===== src/rtl/gpio_pulse_seq_if.sv =====
// rtl/gpio_pulse_seq_if.sv - iomem bus bundle between the pulse sequencer and the GPIO slave
interface gpio_pulse_seq_if;
  logic [31:0] iomem_addr;
  logic        iomem_valid;
  logic        iomem_wstrb;
  logic [31:0] iomem_wdata;
  logic [31:0] iomem_rdata;
  logic        iomem_ready;

  modport master (
    output iomem_addr, iomem_valid, iomem_wstrb, iomem_wdata,
    input  iomem_rdata, iomem_ready
  );

  modport slave (
    input  iomem_addr, iomem_valid, iomem_wstrb, iomem_wdata,
    output iomem_rdata, iomem_ready
  );
endinterface


===== src/rtl/gpio_pulse_seq.sv =====
// rtl/gpio_pulse_seq.sv - serialises a bit pattern onto a GPIO pad over iomem and samples it back
module gpio_pulse_seq #(
  parameter logic [31:0] BASE_ADR  = 32'h2100_0000,
  parameter logic [7:0]  GPIO_DATA = 8'h00,
  parameter logic [7:0]  GPIO_ENA  = 8'h04,
  parameter logic [7:0]  TIMEOUT   = 8'd255
) (
  input  logic             clk,
  input  logic             resetn,
  input  logic             start,
  input  logic [15:0]      pattern,
  input  logic [4:0]       nbits,
  input  logic [15:0]      half_period,
  output logic             busy,
  output logic             done,
  output logic             error,
  output logic [15:0]      rx_data,
  gpio_pulse_seq_if.master bus
);

  typedef enum logic [2:0] {
    IDLE, OE_ON, WR_BIT, WAIT1, RD_BIT, WAIT2, OE_OFF, FIN
  } state_e;

  state_e      state_q;
  logic        busy_q, done_q, error_q;
  logic [15:0] rx_q, pat_q, hp_q, wcnt_q;
  logic [4:0]  rem_q;
  logic [7:0]  tcnt_q;
  logic        valid_q, wstrb_q;
  logic [31:0] addr_q, wdata_q;

  logic [4:0]  nbits_eff;
  logic [3:0]  bit_idx;
  logic [7:0]  acc_off;
  logic        acc_bit, tmo_hit, wait_over;
  logic        unused_rdata;

  always_comb begin
    nbits_eff = (nbits > 5'd16) ? 5'd16 : nbits;
    bit_idx   = 4'(rem_q - 5'd1);
    acc_off   = (state_q == WR_BIT || state_q == RD_BIT) ? GPIO_DATA : GPIO_ENA;
    acc_bit   = 1'b0;
    if (state_q == WR_BIT) acc_bit = pat_q[bit_idx];
    else if (state_q == OE_OFF) acc_bit = 1'b1;
    tmo_hit   = ({1'b0, tcnt_q} + 9'd1) >= {1'b0, TIMEOUT};
    wait_over = wcnt_q >= hp_q;
  end

  // Each access starts with valid low for one cycle, which keeps a gap after every ready.
  always_ff @(posedge clk) begin
    if (!resetn) begin
      state_q <= IDLE;
      busy_q  <= 1'b0;
      done_q  <= 1'b0;
      error_q <= 1'b0;
      rx_q    <= 16'd0;
      pat_q   <= 16'd0;
      hp_q    <= 16'd0;
      wcnt_q  <= 16'd0;
      rem_q   <= 5'd0;
      tcnt_q  <= 8'd0;
      valid_q <= 1'b0;
      wstrb_q <= 1'b0;
      addr_q  <= 32'd0;
      wdata_q <= 32'd0;
    end else begin
      done_q <= 1'b0;
      case (state_q)
        IDLE: begin
          if (start) begin
            pat_q   <= pattern;
            rem_q   <= nbits_eff;
            hp_q    <= half_period;
            rx_q    <= 16'd0;
            error_q <= 1'b0;
            busy_q  <= 1'b1;
            state_q <= (nbits_eff == 5'd0) ? FIN : OE_ON;
          end
        end
        OE_ON, WR_BIT, RD_BIT, OE_OFF: begin
          if (!valid_q) begin
            valid_q <= 1'b1;
            tcnt_q  <= 8'd0;
            addr_q  <= {BASE_ADR[31:8], acc_off};
            wstrb_q <= (state_q != RD_BIT);
            wdata_q <= {31'd0, acc_bit};
          end else if (bus.iomem_ready) begin
            valid_q <= 1'b0;
            wcnt_q  <= 16'd1;
            if (state_q == OE_ON) state_q <= WR_BIT;
            else if (state_q == WR_BIT) state_q <= WAIT1;
            else if (state_q == RD_BIT) begin
              rx_q    <= {rx_q[14:0], bus.iomem_rdata[0]};
              state_q <= WAIT2;
            end else state_q <= FIN;
          end else if (tmo_hit) begin
            valid_q <= 1'b0;
            error_q <= 1'b1;
            state_q <= (state_q == OE_OFF) ? FIN : OE_OFF;
          end else begin
            tcnt_q <= tcnt_q + 8'd1;
          end
        end
        WAIT1: begin
          if (wait_over) state_q <= RD_BIT;
          else wcnt_q <= wcnt_q + 16'd1;
        end
        WAIT2: begin
          if (wait_over) begin
            rem_q   <= rem_q - 5'd1;
            state_q <= (rem_q == 5'd1) ? OE_OFF : WR_BIT;
          end else begin
            wcnt_q <= wcnt_q + 16'd1;
          end
        end
        FIN: begin
          done_q  <= 1'b1;
          busy_q  <= 1'b0;
          state_q <= IDLE;
        end
        default: state_q <= IDLE;
      endcase
    end
  end

  assign busy    = busy_q;
  assign done    = done_q;
  assign error   = error_q;
  assign rx_data = rx_q;

  assign bus.iomem_valid = valid_q;
  assign bus.iomem_wstrb = wstrb_q;
  assign bus.iomem_addr  = addr_q;
  assign bus.iomem_wdata = wdata_q;

  assign unused_rdata = ^bus.iomem_rdata[31:1];

endmodule


===== src/flat_wrapper.sv =====
// flat-port wrapper written by rule: the top's interface ports become plain ports
module gpio_pulse_seq_flat 
#(
  parameter logic [31:0] BASE_ADR  = 32'h2100_0000,
  parameter logic [7:0]  GPIO_DATA = 8'h00,
  parameter logic [7:0]  GPIO_ENA  = 8'h04,
  parameter logic [7:0]  TIMEOUT   = 8'd255
)
  (clk, resetn, start, pattern, nbits, half_period, busy, done, error, rx_data, bus_iomem_addr, bus_iomem_valid, bus_iomem_wstrb, bus_iomem_wdata, bus_iomem_rdata, bus_iomem_ready);
  gpio_pulse_seq_if bus_i ();
  input  logic clk;
  input  logic resetn;
  input  logic start;
  input  logic [15:0] pattern;
  input  logic [4:0] nbits;
  input  logic [15:0] half_period;
  output logic busy;
  output logic done;
  output logic error;
  output logic [15:0] rx_data;
  output wire logic [$bits(bus_i.iomem_addr)-1:0] bus_iomem_addr;
  output wire logic [$bits(bus_i.iomem_valid)-1:0] bus_iomem_valid;
  output wire logic [$bits(bus_i.iomem_wstrb)-1:0] bus_iomem_wstrb;
  output wire logic [$bits(bus_i.iomem_wdata)-1:0] bus_iomem_wdata;
  input wire logic [$bits(bus_i.iomem_rdata)-1:0] bus_iomem_rdata;
  input wire logic [$bits(bus_i.iomem_ready)-1:0] bus_iomem_ready;
  assign bus_iomem_addr = bus_i.iomem_addr;
  assign bus_iomem_valid = bus_i.iomem_valid;
  assign bus_iomem_wstrb = bus_i.iomem_wstrb;
  assign bus_iomem_wdata = bus_i.iomem_wdata;
  assign bus_i.iomem_rdata = bus_iomem_rdata;
  assign bus_i.iomem_ready = bus_iomem_ready;
  gpio_pulse_seq #(.BASE_ADR(BASE_ADR), .GPIO_DATA(GPIO_DATA), .GPIO_ENA(GPIO_ENA), .TIMEOUT(TIMEOUT)) u_core (.clk(clk), .resetn(resetn), .start(start), .pattern(pattern), .nbits(nbits), .half_period(half_period), .busy(busy), .done(done), .error(error), .rx_data(rx_data), .bus(bus_i));
endmodule

===== config.mk =====
export PLATFORM = sky130hd
export DESIGN_NAME = gpio_pulse_seq_flat
export DESIGN_NICKNAME = d
export VERILOG_FILES = /design/src/rtl/gpio_pulse_seq_if.sv /design/src/rtl/gpio_pulse_seq.sv /design/src/flat_wrapper.sv
export SDC_FILE = /design/constraint.sdc
export NUM_CORES = 1
export LEC_CHECK = 0
export CAP_MARGIN = 40
export CORE_ASPECT_RATIO = 0.75
export CORE_UTILIZATION = 40
export DETAILED_ROUTE_END_ITERATION = 8
export DONT_BUFFER_PORTS = 1
export SYNTH_ARGS = -nofsm -noshare
export SYNTH_HDL_FRONTEND = slang
export SYNTH_SLANG_ARGS = --single-unit

===== constraint.sdc =====
create_clock -name clk -period 5.7 [get_ports clk]
set_input_delay 0.855 -clock clk [delete_from_list [all_inputs] [get_ports clk]]
set_output_delay 0.855 -clock clk [all_outputs]
set_load 0.01 [all_outputs]

Word level (Yosys, flattened, before mapping)
Cells that the tools add are included.
- reduce and logical (&&, ||, !) cells: 18
- order comparisons: 4
- add/subtract/negate cells: 4
- mux-type cells: 47
- bitwise logic cells: 1
- equal/unequal tests: 23
- operators with widths (kind ; number):
    2-to-1 mux 16 bit ; 9
    case mux 16 bit (2 select lines) ; 2
    2-to-1 mux 3 bit ; 11
    2-to-1 mux 8 bit ; 3
    adder 16 x 1 -> 16 bit, second input constant ; 1
    >= comparator 16 bit ; 1
    inequality test 2 bit, second input constant ; 8
    2-to-1 mux 5 bit ; 3
    case mux 3 bit (5 select lines) ; 1
    2-to-1 mux 1 bit ; 13
    == test 3 bit, second input constant ; 4
    inequality test 2 x 1 -> 1 bit, second input constant ; 5
    case mux 5 bit (2 select lines) ; 1
    AND reduction 5 bit ; 2
    adder 8 x 1 -> 9 bit, second input constant ; 1
    >= comparator 9 x 8 -> 1 bit, second input constant ; 1
    adder 8 x 1 -> 8 bit, second input constant ; 1
    nonzero test 2 bit ; 4
    AND reduction 7 bit ; 1
    == test 3 x 2 -> 1 bit, second input constant ; 2
    AND reduction 2 bit ; 3
    AND reduction 3 bit ; 2
    == test 5 x 1 -> 1 bit, second input constant ; 1
    > comparator 5 bit, second input constant ; 1
    other kinds (15) ; 16
- bits in registers: 95
- output and inout bits: 85
- word-level logic and storage cells: 111

Longest topological paths before layout
- depth in word-level cells: 7
- gate-level depth with buffers: 10

Worst setup path before layout
OpenSTA, ideal clock, no wires.
- path kind: flip-flop to flip-flop
- start: register u_core.rem_q[0]
- end: register u_core.wdata_q[0], in the netlist u_core.bus.iomem_wdata[0]
- arrival: 2298 ps
- period minus slack after synthesis: 2432 ps
- required time: 5566 ps
- stages on the path, launching flop included: 8
- buffers on the path: 1
- setup slack: 3268 ps
- cells stage by stage: dfxtp_1 clkbuf_1 inv_1 ha_1 mux4_2 mux4_2 o31ai_1 a311oi_1
- longest elaborated chain between the ends: 4
- ends and longest elaborated chain (what ; RTL line ; source):
    start: declaration ; gpio_pulse_seq.sv:28 ; logic [4:0] rem_q;
    start signal: assignment ; gpio_pulse_seq.sv:73 ; rem_q <= nbits_eff;
    start signal: assignment ; gpio_pulse_seq.sv:111 ; rem_q <= rem_q - 5'd1;
    subtractor 5 x 1 -> 5 bit ; gpio_pulse_seq.sv:41 ; bit_idx = 4'(rem_q - 5'd1);
    binary-select mux 1 bit (select 4 bit) ; gpio_pulse_seq.sv:44 ; if (state_q == WR_BIT) acc_bit = pat_q[bit_idx];
    2-to-1 mux 1 bit (not written as such) ; gpio_pulse_seq.sv:44 ;
    2-to-1 mux 1 bit ; gpio_pulse_seq.sv:44 ;
    end signal: assignment ; gpio_pulse_seq.sv:87 ; wdata_q <= {31'd0, acc_bit};
    end: declaration ; gpio_pulse_seq.sv:31 ; logic [31:0] addr_q, wdata_q;
Every way passes these cells. The select of a mux whose other input is x is not followed.
A chain may end at the register's enable or synchronous reset.

Worst setup path after layout
- start: register u_core.wcnt_q[0]
- end: register u_core.wcnt_q[13]
- longest elaborated chain between the ends: 3
- elaborated cells between the ends (all ways): 6
- classes of those cells: add/sub (1); order compare (1); eq/ne (1); mux (2); reduce/logical (1)
- ends and longest elaborated chain (what ; RTL line ; source):
    start: declaration ; gpio_pulse_seq.sv:27 ; logic [15:0] rx_q, pat_q, hp_q, wcnt_q;
    start signal: assignment ; gpio_pulse_seq.sv:107 ; else wcnt_q <= wcnt_q + 16'd1;
    start signal: assignment ; gpio_pulse_seq.sv:114 ; wcnt_q <= wcnt_q + 16'd1;
    adder 16 x 1 -> 16 bit or >= comparator 16 bit (tied branches) ; gpio_pulse_seq.sv:107, gpio_pulse_seq.sv:114, gpio_pulse_seq.sv:47 ;
    2-to-1 mux 16 bit or inequality test 2 bit (tied branches) ; -- ;
    case mux 16 bit (2 select lines) or AND reduction 4 bit (tied branches) ; -- ;
Several ways; a longest one is shown, not always the timed one. The select of a mux whose other input is x is not followed.

==> flow_metrics.tcl <==
set metrics [dict create \
    power.internal_w 0.001292 \
    ant_nets 0 \
    drc 0 \
    hold_depth 2 \
    synth_compound_area_share_pct 20.53 \
    cap_viol_max_count 0 \
    grt_usage_pct 17.91 \
    yosys.area_share.simple_pct 20.88 \
    worst_clock_skew_ns 0.01380 \
    cts.sinks 88 \
    place_ws_ns 3.054 \
    synth_common_cells "113 x nand2_1, 88 x dfxtp_1, 79 x a21oi_1" \
    clkTransAtPathRegs_ns 0.07 \
    stdcell_area_sq_um 5246 \
    yosys.area_share.adder_pct 5.195 \
    p_switching_w 0.0008726 \
    hold_viol 0 \
    avgViaCountPerCell 5.271 \
    synthCells 639 \
    fmax_ghz 0.3768 \
    antenna_found_initial 1 \
    status "completed" \
    rsz0062_at_grt "no" \
    grt_remaining_overflow 0 \
    synth.most_common_cell "nand2_1" \
    numCtsBuffers 9 \
    netlist_area_sq_um 5057 \
    fin_ws_ns 3.046 \
    dr_total_vias 4169 \
    power_leakage_nw 1.960 \
    r2r-end "u_core.wcnt_q[13]" \
    dieWidth_um 131.8 \
    routed_wl_mm 11.33 \
    slew_viol_final 0 \
    cts_root_buf "clkbuf_16" \
    clock_latency_ns 0.35 \
    clock_path_buffers 2 \
    drt_iter0_drc 238 \
    fp-row-count 35 \
    pwr-share-clk_pct 29.2 \
    hold_path_class "reg2reg" \
    synth_top_family_by_area "simple AND/OR/NAND/NOR gates" \
    muxShareOfSynthArea_pct 3.043 \
    fp.coreArea_sq_um 12310 \
    die_h_um 99.38 \
    hpwl_mm 8.128 \
    cts_setup_buffers 0 \
    slew_headroom_pct 47.70 \
    place_area_sq_um 4928 \
    rr_worst_depth 8 \
    cts_resized 0 \
    r2r_slack_ns 3.05 \
    synth.distinct_cells 67 \
    ys.warnings.count 0 \
    n_antenna_cell 0 \
    area_growth_pct 3.736 \
    netlist_top_cells_area "dfxtp_1 35%, buf_4 9.2%, nand2_1 8.4%" \
    cts_hold_buf 0 \
    tightest_slew_ns 0.7835 \
    setup_viol 0 \
    initial_core_util_pct 41.10 \
    sequentialPowerShare_pct 37.1 \
    critical_path_class "reg2reg" \
    layout.cells.non_filler 791 \
    ir_drop_mv 0.1656 \
    yosysTopAreaCell "dfxtp_1" \
    pin_count 158 \
    worstSetupStartpoint "u_core.wcnt_q[0]" \
    async_flop_share_pct 0 \
    arrival_ns 2.91 \
    finalCritPeriodShare_pct 46.56 \
    power_density_nw_per_um2 412.6 \
    gp_congestion 0.8423 \
    dr.pass1.iters 5 \
    drive_gt1_share_pct 6.560 \
    place_inst 775 \
    min_period_ns 2.654 \
    required_ns 5.96 \
    power_switching_share_pct 40.31 \
    die-area_sq_um 13100 \
    synthFlopType "dfxtp_1" \
    start_kind "flip-flop" \
    synth_xor_area_share_pct 1.732 \
    endpoint_kind "flip-flop" \
    synth_edf_count 0 \
    first_global_vias 3797 \
    htreeDepth 3 \
    nets 714 \
    pwr-share-comb_pct 33.7 \
    tns_ns 0 \
    routedWlPerCell_um 14.32 \
    ys_seq_area_share_pct 34.83 \
    post-route-util_pct 42.63 \
    grt_max_degree 40 \
    rr_startpoint "u_core.wcnt_q[0]" \
    numPortBuffers 0 \
    cts_tree "built" \
    yosys_register_bits 88 \
    cp_max_fo 7 \
    grt_pass1_wl_mm 18.89 \
    synth_top_area_share_pct 34.83 \
    cp-endpoint "u_core.wcnt_q[13]" \
    syn_avg_cell_area_sq_um 7.914 \
]
[worst max-delay path, cell delays in order, from the launching register on]
cell and delay (ns):
dfxtp_1 0.45, inv_1 0.07, ha_1 0.28, nand2b_1 0.14, a2111o_1 0.45, nand4_1 0.28
a31oi_4 0.18, or4_1 0.54, a21oi_1 0.17
[sequential cells by signal (all words and copies together) (netlist names), 2 cells and up]
name	flops
u_core.hp_q	16
u_core.bus.iomem_addr	2
u_core.rx_data	16
u_core.state_q	3
u_core.wcnt_q	16
u_core.tcnt_q	8
u_core.pat_q	16
u_core.rem_q	5
[final cells by class]
| type | count | area [sq um] |
|---|---|---|
| clock inverter | 7 | 92.59 |
| fill | 1269 | 7059 |
| sequential | 88 | 1762 |
| clock buffer | 9 | 225.2 |
| multi-input combinational | 489 | 2824 |
| timing repair buffer | 4 | 30.03 |
| inverter | 28 | 105.1 |
| tap | 166 | 207.7 |
[cells in the final DEF (no fill, tap or decap), types with 6 or more instances in the layout]
cell type	Yosys	final
nand2_1	113	113
dfxtp_1	88	88
nand3_1	41	41
nor2_1	23	23
clkbuf_16	0	9
o21ai_0	22	22
conb_1	1	60
ha_1	21	21
inv_1	27	27
and3_1	6	6
and2_1	6	6
a21oi_1	79	79
or4_1	8	8
nand4_1	8	8
nor3_1	8	8
[metal layers]
metal | share of wire, % | routed length (um) | GRT usage (%) | up-vias
li1 | - | - | - | 2084
met1 | 47 | 5372 | 22.92 | 1959
met2 | 45 | 5083 | 28.69 | 116
met3 | 6.7 | 763 | 5.708 | 10
met4 | 0.96 | 109 | 5.635 | 0
met5 | 0 | 0 | 0 | -
[power groups by stage]
stage,registers (W),logic (W),clock network [W]
2_1_floorplan,0.000748,0.000677,0
3_3_place_gp,0.000814,0.000713,0
3_5_place_dp,0.000818,0.000731,0
4_1_cts,0.000803,0.000733,0.000645
5_1_grt,0.000816,0.000822,0.000674
6_report,0.000803,0.000730,0.000632
[worst min-delay path by stage]
stage	slack, ns	startpoint	to
after global routing	0.48	u_core.pat_q[3]	u_core.pat_q[3]
after CTS	0.46	u_core.pat_q[8]	u_core.pat_q[8]
final	0.46	u_core.hp_q[12]	u_core.hp_q[12]
after detailed placement	0.45	u_core.pat_q[3]	u_core.pat_q[3]
after global placement	0.44	u_core.pat_q[15]	u_core.pat_q[15]
after floorplan	0.43	u_core.pat_q[14]	u_core.pat_q[14]
[cell families after synthesis]
group / count (synthesis)
mux: 9
xor+xnor: 10
simple gates: 229
compound gates: 160
buf+inv: 121
flops: 88
other cells: 1
fa+ha+maj: 21
[per-stage QoR]
step | total power [W] | hold slack [ns]
after floorplan | 0.001425 | 0.4331
after CTS | 0.002181 | 0.4591
after global routing | 0.002312 | 0.4766
after global placement | 0.001527 | 0.4417
after detailed placement | 0.001549 | 0.4485
final | 0.002165 | 0.4568
No activity file was read; power rests on OpenSTA's default activity.
